`config.mk`:
```
export PLATFORM = sky130hd
export DESIGN_NAME = spi_sub_rx
export DESIGN_NICKNAME = d
export VERILOG_FILES = /design/src/rtl/spi_sub_rx.sv
export SDC_FILE = /design/constraint.sdc
export NUM_CORES = 1
export LEC_CHECK = 0
export ABC_CLOCK_PERIOD_IN_PS = 2100
export BUFFER_PORTS_ARGS = -buffer_cell sky130_fd_sc_hd__buf_2
export CAP_MARGIN = 20
export CORE_MARGIN = 4
export CORE_UTILIZATION = 23
export DETAILED_ROUTE_END_ITERATION = 12
export MAX_ROUTING_LAYER = met4
export PLACE_DENSITY_LB_ADDON = 0.1
export SLEW_MARGIN = 30
export SYNTH_ARGS = -nofsm -noshare
export SYNTH_HDL_FRONTEND = slang
export SYNTH_SLANG_ARGS = --single-unit
```
`constraint.sdc`:
```
create_clock -name sys_clk -period 2.1 [get_ports sys_clk]
set_input_delay 0.105 -clock sys_clk [delete_from_list [all_inputs] [get_ports sys_clk]]
set_output_delay 0.105 -clock sys_clk [all_outputs]
set_load 0.05 [all_outputs]
```
`src/rtl/spi_sub_rx.sv`:
```
// spi_sub_rx: SPI subordinate receiver for a 2-bit power state plus data word,
// with pin synchronizers, framing checks and one-cycle valid/frame_err pulses.
module spi_sub_rx #(
    parameter int WORD_WIDTH  = 16,
    parameter int SYNC_STAGES = 2
) (
    input  logic                  sys_clk,
    input  logic                  rst,
    input  logic                  sclk,
    input  logic                  mosi,
    input  logic                  csb,
    output logic [WORD_WIDTH-1:0] data_out,
    output logic [1:0]            power_state,
    output logic                  valid,
    output logic                  frame_err,
    output logic                  busy
);
    localparam int FW = WORD_WIDTH + 2;
    localparam int CW = $clog2(FW) + 1;
    localparam logic [CW-1:0] FULL = CW'(FW);
    localparam logic [0:0] IDLE  = 1'b0;
    localparam logic [0:0] SHIFT = 1'b1;

    logic [SYNC_STAGES-1:0] sclk_sync, csb_sync, mosi_sync;
    logic                   sclk_h, csb_h, mosi_h;
    logic [SYNC_STAGES:0]   fill;
    logic                   armed, sclk_fall, csb_fall, csb_rise;
    logic [0:0]             state;
    logic [CW-1:0]          cnt;
    logic                   ovf, done_ok, done_err;
    logic [FW-1:0]          shift_reg;

    wire sclk_s = sclk_sync[SYNC_STAGES-1];
    wire csb_s  = csb_sync[SYNC_STAGES-1];
    wire good   = (cnt == FULL) && !ovf;

    assign busy = (state == SHIFT);

    // fill marks when the chain holds real pin samples again after reset, so a
    // csb held low through reset cannot masquerade as a fresh falling edge
    always_ff @(posedge sys_clk) begin
        if (rst) begin
            sclk_sync <= '1;
            csb_sync  <= '1;
            mosi_sync <= '0;
            sclk_h    <= 1'b1;
            csb_h     <= 1'b1;
            mosi_h    <= 1'b0;
            fill      <= '0;
            armed     <= 1'b0;
            sclk_fall <= 1'b0;
            csb_fall  <= 1'b0;
            csb_rise  <= 1'b0;
        end else begin
            sclk_sync[0] <= sclk;
            csb_sync[0]  <= csb;
            mosi_sync[0] <= mosi;
            for (int i = 1; i < SYNC_STAGES; i++) begin
                sclk_sync[i] <= sclk_sync[i-1];
                csb_sync[i]  <= csb_sync[i-1];
                mosi_sync[i] <= mosi_sync[i-1];
            end
            sclk_h    <= sclk_s;
            csb_h     <= csb_s;
            mosi_h    <= mosi_sync[SYNC_STAGES-1];
            fill      <= {fill[SYNC_STAGES-1:0], 1'b1};
            armed     <= armed | (fill[SYNC_STAGES] & csb_s);
            sclk_fall <= sclk_h & ~sclk_s;
            csb_fall  <= csb_h & ~csb_s & armed;
            csb_rise  <= ~csb_h & csb_s;
        end
    end

    always_ff @(posedge sys_clk) begin
        if (rst) begin
            state     <= IDLE;
            cnt       <= '0;
            ovf       <= 1'b0;
            shift_reg <= '0;
            done_ok   <= 1'b0;
            done_err  <= 1'b0;
        end else begin
            done_ok  <= 1'b0;
            done_err <= 1'b0;
            if (state == IDLE) begin
                if (csb_fall) begin
                    state     <= SHIFT;
                    cnt       <= '0;
                    ovf       <= 1'b0;
                    shift_reg <= '0;
                end
            end else if (csb_rise) begin
                state    <= IDLE;
                done_ok  <= good;
                done_err <= !good;
            end else if (sclk_fall) begin
                if (cnt == FULL) begin
                    ovf <= 1'b1;
                end else begin
                    shift_reg <= {shift_reg[FW-2:0], mosi_h};
                    cnt       <= cnt + CW'(1);
                end
            end
        end
    end

    always_ff @(posedge sys_clk) begin
        if (rst) begin
            valid       <= 1'b0;
            frame_err   <= 1'b0;
            data_out    <= '0;
            power_state <= '0;
        end else begin
            valid     <= done_ok;
            frame_err <= done_err;
            if (done_ok) begin
                power_state <= shift_reg[FW-1:FW-2];
                data_out    <= shift_reg[WORD_WIDTH-1:0];
            end
        end
    end
endmodule

```
==> out/summary.md, run 1 <==
In this run the static leakage power is 1.10 nW. During I/O placement, the number of pins put on the boundary was 26. For the pin with the worst max-slew slack, the measured transition is 439 ps. Number of buffers inserted by port buffering: 25. The height of the die is 106 um, and the per-instance average area after synthesis is 11.3 sq um. The number of clock buffers added by TritonCTS is 9.

After technology mapping, the gate count stands at 196. After Yosys synthesis, full adders, half adders and majority gates account for 1.13% of the synthesized area. Based on the critical path, the design can be clocked at up to 0.552 GHz. The run finished with clean final reports. The deepest level of the CTS H-tree is 3.

The first routing iteration left 42 violations. For the final database, setup skew stands at 7.07 ps. Headroom to the max-slew limit came out at 70.7%. The number of fillers in the final layout came out at 1004.

The initialized floorplan defines 35 standard-cell rows. The via count of the first global-routing pass is 1553. Dividing the detail-routed via count by the number of cells gives 3.98. The worst setup path is of the reg -> reg kind.

Setup repair after global routing left no endpoint under its margin. The tools report the total core area as 0.00928 sq mm. The count of clock tree sinks was 64; the worst-path maximum fanout was 21. The worst hold-check path type is in -> reg. The die covers 0.0113 sq mm. For this block, the routed nets add up to 4190 um of wire. Fraction of the mapped netlist area in compound gates: 13.5%.

The number of diodes is 0. The initial utilization of the core area, before any placement, comes to 23.8%. Counting flops with a built-in enable in the synthesized netlist gives 0. For the iteration count of the initial detailed-routing pass, the log shows 4. The highest ir drop seen on vdd came out at 0.357 mV. The required time of the critical path is 2380 ps.

The worst path uses 86.3% of the clock period. The top cell type by area accounts for 57.9% of the synthesized area. The run gives 8.50% as the global-route usage over all layers. From synthesis to final layout, the design area changed by 24.2%. Summing the areas of all and, or, nand and nor instances in the mapped netlist gives 14.4% of the synthesized area. The proportion of synthesized chip area in sequential cells is 57.9%, and the power per cell area is 961 mW/mm^2.

Clock-pin slew was measured on the worst setup and hold paths at 80 ps. The tools report the global-route congestion overflow total as 0. The run gives 330 ps as the worst-skew pair later-pin latency.

Yosys instantiated no cell more often than sky130_fd_sc_hd__dfxtp_1. The run gives 0 as the number of gates resized after cts. The total number of vias was 1441.

Multiplexer cells account for 8.65% of the synthesized area. The tools report the number of setup violations in the final report as 0. Post-synthesis xor/xnor area fraction: 0%. In the final design database the tool counted 235 nets.

The logs give 0 for the final number of max-transition violations and 2 for the maximum clock path buffer count. Summed over all failing endpoints, the final setup total negative slack is 0 ps. Highest cell delay on the worst timing path: 390 ps. By area the synthesized netlist is led by sky130_fd_sc_hd__dfxtp_1 58%, sky130_fd_sc_hd__a22o_2 8.6%, sky130_fd_sc_hd__mux2i_1 8.1%. Traced cell by cell, the critical path runs through or3_4 -> or2_4 -> a311oi_4 -> buf_4 -> a22o_2. The final weighted congestion in routability-driven placement is 0.694.

The remaining routing DRC violations came out at 0. Counting every net in the synthesized netlist gives 203. The biggest area contributor in the post-synthesis netlist is sky130_fd_sc_hd__dfxtp_1. STA classifies the critical path startpoint as a flop. For the number of antenna-violating nets in the routed design, the log shows 0. The number of cells on the worst reg-to-reg path is 5. Register bit count reported by yosys: 64. The tools report the number of hold-slack violations in the final timing report as 0.

The worst reg-to-reg setup slack is 290 ps, and the initial antenna violation count is 0. In this run the cell area of the synthesized design comes to 0.00221 sq mm. The floorplan step set the die width to 106 um.

The worst hold path depth is 2. TritonCTS built the clock tree. The register with the most flip-flops in the layout has 18 of them. Cell at the root of the clock tree: sky130_fd_sc_hd__clkbuf_8.

In the final routed layout, each cell accounts on average for 11.6 um. The Yosys step of the flow raised 0 warnings. Post-route total power: 2.64 mW. The commonest cells after synthesis are 64 x sky130_fd_sc_hd__dfxtp_1, 26 x sky130_fd_sc_hd__nor2_1, 19 x sky130_fd_sc_hd__a22o_2. Of all flip-flops after synthesis, the portion carrying an async set or reset was 0%. The global-route wire length before repair is 7410 um.

Reported max-cap violation count: 0. Entering global routing, the biggest net connects 26 pins. The top flip-flop cell by instance count after synthesis is sky130_fd_sc_hd__dfxtp_1. The largest individual stage delay along the critical path comes from the cell sky130_fd_sc_hd__or3_4.

The estimated wirelength of the detail-placed design was 2630 um; the data arrival at the endpoint of the critical path was 2090 ps. The run gives 36 as the number of distinct library cells after synthesis. The worst path needs 1810 ps of the cycle, external delays included. Of the cells placed in the final design, the portion with a size suffix greater than 1 is 33.0%. After synthesis, the largest family of logic cells by area is simple AND/OR/NAND/NOR gates. The type of element capturing the critical path is a flop.
[final cells by class]
class | count | area [sq um] | area share, %
Tap cell | 129 | 161 | 5.87
Clock inverter | 4 | 98.8 | 3.60
Inverter | 6 | 22.5 | 0.819
Sequential cell | 64 | 1280 | 46.6
Clock buffer | 12 | 165 | 6.01
Timing Repair Buffer | 32 | 185 | 6.74
Multi-Input combinational cell | 115 | 835 | 30.4
[where the power goes]
| part | leakage, nW | switching (mW) | internal, mW |
|---|---|---|---|
| Clock | 0.133 | 0.480 | 0.889 |
| Combinational | 0.452 | 0.0274 | 0.0185 |
| Sequential | 0.518 | 0.00356 | 1.22 |
[cell families (layout without fill, tap and decap cells)]
group | after synthesis | after routing
flops | 64 | 64
simple gates | 62 | 62
compound gates | 32 | 32
mux | 19 | 19
buf+inv | 17 | 54
fa+ha+maj | 2 | 2
[metal layers]
layer	routed length (um)	global-route usage [%]
met4	58	4.07
met5	0	-
met3	170	3.28
met1	2170	10.5
met2	1780	12.1
[metrics by stage]
stage | cells | instance area (sq um) | hold WS (ps) | utilization, % | setup WS (ps)
floorplan | 196 | 2210 | 209 | - | 302
global placement | 343 | 2450 | 293 | 26.4 | 305
detailed placement | 343 | 2450 | 290 | 26.4 | 303
CTS | 362 | 2750 | 160 | 29.6 | 280
global route | 362 | 2750 | 192 | 29.6 | 191
finish | 362 | 2750 | 183 | 29.6 | 288
[placed cells by master, fill, tap and decap left out, drive strengths merged, types with 6 or more instances in the layout]
master,netlist,routed
mux2i,18,18
or2,7,7
buf,6,29
nor2,26,26
a22o,19,19
dfxtp,64,64
clkbuf,5,12
inv,6,6
nor2b,8,8
nand2,7,7
[what timing repair did]
item / CTS / global route
hold buffers: 3 / 0
buffers inserted: 0 / 0
setup endpoints to repair: 0 / 0
hold endpoints to repair: 3 / 0
[final timing paths]
path,startpoint,endpoint
worst max-delay path,cnt[2],shift_reg[16]
worst min-delay path,rst,data_out[15]
worst max register to register,cnt[2],shift_reg[16]
worst min register to register,sclk_sync[0],sclk_sync[1]
[critical path: cells and delay by family, from the launching register on]
family,cells,cell delay (ps)
buf+inv,1,290
flops,1,360
compound gates,2,460
simple gates,2,650
Power figures use the tool's default switching activity.
==> inputs of run 2 (changes only) <==
--- a/config.mk
+++ b/config.mk
@@ -5,7 +5,7 @@
 export SDC_FILE = /design/constraint.sdc
 export NUM_CORES = 1
 export LEC_CHECK = 0
-export ABC_CLOCK_PERIOD_IN_PS = 2100
+export ABC_CLOCK_PERIOD_IN_PS = 2070
 export BUFFER_PORTS_ARGS = -buffer_cell sky130_fd_sc_hd__buf_2
 export CAP_MARGIN = 20
 export CORE_MARGIN = 4
@@ -13,6 +13,7 @@
 export DETAILED_ROUTE_END_ITERATION = 12
 export MAX_ROUTING_LAYER = met4
 export PLACE_DENSITY_LB_ADDON = 0.1
+export REMOVE_ABC_BUFFERS = 1
 export SLEW_MARGIN = 30
 export SYNTH_ARGS = -nofsm -noshare
 export SYNTH_HDL_FRONTEND = slang
==> constraint.sdc (replaced) <==
create_clock -name sys_clk -period 2.07 [get_ports sys_clk]
set_input_delay 0.1035 -clock sys_clk [delete_from_list [all_inputs] [get_ports sys_clk]]
set_output_delay 0.1035 -clock sys_clk [all_outputs]
set_load 0.05 [all_outputs]
==> run 2 against run 1 <==
Compared with the run above: sequential share of layout area about the same; largest power group is now sequential cells; final area is essentially flat; clock skew rose by 1.7 ps; die area unchanged; via count rose by 1.2%; global-route usage grew 0.069 points.
==> out/summary.md, run 2 (synthesized netlist as in run 1, its figures left out) <==
The worst setup path is captured at a flop. The worst hold-check path type is in -> reg. The run gives 1.10 nW (-0.43%) as the leakage power of the design. The clock slew seen by the registers of the worst setup and hold paths was 70 ps (about the same).

Traced cell by cell, the critical path runs through or3_4 -> or2_4 -> a311oi_4 -> buf_12 -> a22o_2. The global-route congestion overflow total was 0 (unchanged). The largest net degree at the start of global routing is 41 (+58%), and the share of total power in sequential cells is 51.0% (+4.5 points). The deepest level of the CTS H-tree is 3 (unchanged), and the total number of cells along the worst setup path is 5 (unchanged). The logs give 0 (unchanged) for the reported max-cap violation count and 2690 um (+2.2%) for the estimated wirelength of the detail-placed design. The ratio of cells with drive above 1 in the final layout works out to 32.9% (-0.14 points). The tools report the global-route wire length before repair as 7040 um (-5.0%). The library cell used most frequently in the layout, excluding fill and tap cells, is sky130_fd_sc_hd__dfxtp_1. For the wire length reported by the detailed router, the log shows 4330 um (+3.3%). The combined buffer and inverter count along the critical path is 1 (unchanged). The height of the die came out at 106 um (unchanged). The tools report the I/O pin total as 26 (unchanged).

Following the worst setup path forward leads to its endpoint at shift_reg[6]. The worst reg-to-reg setup slack came out at 340 ps (+50 ps). In the layout the commonest cells are 64 x sky130_fd_sc_hd__dfxtp_1, 26 x sky130_fd_sc_hd__nor2_1, 25 x sky130_fd_sc_hd__buf_2. Endpoint of the lowest-slack register-to-register path: shift_reg[6].

The tools report the data arrival at the endpoint of the critical path as 2010 ps (-80 ps). The highest ir drop seen on vdd is 0.265 mV (-26%), and the worst-skew pair later-pin latency is 330 ps (about the same). The worst hold path depth was 4 (+2); the maximum clock path buffer count was 2 (unchanged). The via count of the first global-routing pass was 1355 (-13%). The switching fraction of total power is 20.2% (+0.87 points), and the number of antenna-violating nets in the routed design is 0 (unchanged). The run gives 35 (unchanged) as the count of standard-cell rows. The internal power contribution was 1.95 mW (-8.5%); the highest cell delay on the worst timing path was 380 ps (about the same). Post-route minimum period: 1730 ps (-80.3 ps).

The total number of vias was 1458 (+1.2%); the initial antenna violation count was 0 (unchanged). The tools report the total core area as 0.00928 sq mm (unchanged). In this run the worst setup path begins at cnt[2]. The average wire per standard cell came out at 11.9 um (+3.0%). Worst flop-to-flop path startpoint: cnt[2]. The worst reg-to-reg path cell count was 5 (unchanged); the slew of the pin with the lowest slew margin was 552 ps (+113 ps). The number of flip-flops under the largest register name was 18 (unchanged); the final number of max-transition violations was 0 (unchanged).

For the number of nets in the layout, the log shows 236 (+0.43%). The iteration count of the initial detailed-routing pass came out at 4 (unchanged). The violation count after the first detailed-routing iteration is 87 (+110%), and the worst-path maximum fanout is 21 (unchanged). STA classifies the critical path startpoint as a flop.

The tools report the die outline area as 0.0113 sq mm (unchanged). The global-route usage over all layers was 8.57% (+0.069 points); the number of setup violations in the final report was 0 (unchanged). The number of diodes is 0 (unchanged), and the share of total power in the clock network is 46.9% (-4.9 points). The largest delay contributor family on the critical path is simple AND/OR/NAND/NOR gates. The remaining routing DRC violations is 0 (unchanged), and the required time of the critical path is 2350 ps (-30 ps). The number of buffers inserted by port buffering is 25 (unchanged), and the period utilization is 83.6% (-2.6 points).

The tree is rooted in a sky130_fd_sc_hd__clkbuf_8. The width of the chip was 106 um (unchanged). The tools report the final weighted congestion in routability-driven placement as 0.667 (-3.8%). The sum of negative setup slack was 0 ps (unchanged); the smallest hold slack was 151 ps (-31.9 ps).

TritonCTS built the clock tree. In this run the most critical hold path is launched from rst. For the number of hold-slack violations in the final timing report, the log shows 0 (unchanged). The starting density of the core is 23.8% (unchanged), and the layout-stage area growth over the synthesis result is 24.1% (about the same). The maximum clock skew at final layout is 8.78 ps (+1.71 ps).

The power per cell area was 890 mW/mm^2 (-7.4%); the power spent charging and discharging nets was 494 uW (-3.3%). The category of the most critical setup path was reg -> reg. The tools report the count of clock tree sinks as 64 (unchanged). The number of buffers added by the clock tree synthesis step was 9 (unchanged); the via density per instance was 4.02 (+0.90%). For the relative slew slack, the log shows 63.1% (-7.6 points).

Cell type of the slowest stage on the worst timing path: sky130_fd_sc_hd__or3_4. Combinational cell fraction of total power: 2.1% (+0.4 points). The flow ran to the end, and the final reports show no timing, DRC or antenna violations. The run gives 0.578 GHz (+4.6%) as the maximum frequency from static timing analysis.

Setup repair after global routing left no endpoint under its margin.
-- run 2: cell count changes in the layout (fill, tap and decap cells not counted), sizes merged --
cell    before  now
clkbuf      12   14
buf         29   30
bufinv       3    1
-- run 2: cell type report --
cell class | count | area [sq um]
clock buffer | 14 | 183
fill | 1008 | 6540
clock inverter | 2 | 35.0
sequential | 64 | 1280
inverter | 6 | 22.5
tap | 129 | 161
timing repair buffer | 33 | 230
multi-input combinational | 115 | 835
-- run 2: worst min path at each step --
stage,end,slack (ps)
6_report,done_err,150
5_1_grt,done_err,160
4_1_cts,done_ok,140
3_5_place_dp,csb_sync[0],290
3_3_place_gp,sclk_sync[0],290
2_1_floorplan,fill[0],160
-- run 2: worst min-delay path: stages --
cell and delay, ps:
sky130_fd_sc_hd__buf_2 120, sky130_fd_sc_hd__nor2b_1 70, sky130_fd_sc_hd__nand2_1 100, sky130_fd_sc_hd__nor2_1 50
-- run 2: power groups by stage --
| stage | Combinational, mW | Sequential (mW) | Clock (mW) |
|---|---|---|---|
| finish | 0.0509 | 1.25 | 1.15 |
| global route | 0.0567 | 1.25 | 1.26 |
| CTS | 0.0525 | 1.25 | 1.20 |
| detailed placement | 0.0479 | 1.27 | 0 |
| global placement | 0.0480 | 1.27 | 0 |
| floorplan | 0.0185 | 1.27 | 0 |
-- run 2: timing repair --
action / 4_1_cts / 5_1_grt
hold buffers: 3 / 0
buffers inserted: 0 / 0
endpoints found under the hold margin: 3 / 0
gates resized for setup: 0 / 0
-- run 2: metal layers --
| metal | wire (um) | vias up | GRT usage (%) |
|---|---|---|---|
| li1 | - | 742 | - |
| met1 | 2180 | 682 | 10.8 |
| met2 | 1890 | 26 | 11.4 |
| met3 | 180 | 8 | 3.76 |
| met4 | 78 | 0 | 4.72 |
| met5 | 0 | - | - |
-- run 2: per-stage QoR --
step	setup slack [ps]	total power, mW	instances	utilization, %	instance area, sq um
final	339	2.45	363	29.6	2750
after CTS	333	2.49	363	29.6	2750
after floorplan	26.5	1.29	185	-	2140
after global routing	271	2.56	363	29.6	2750
after detailed placement	354	1.32	344	26.9	2500
after global placement	360	1.32	344	26.9	2500
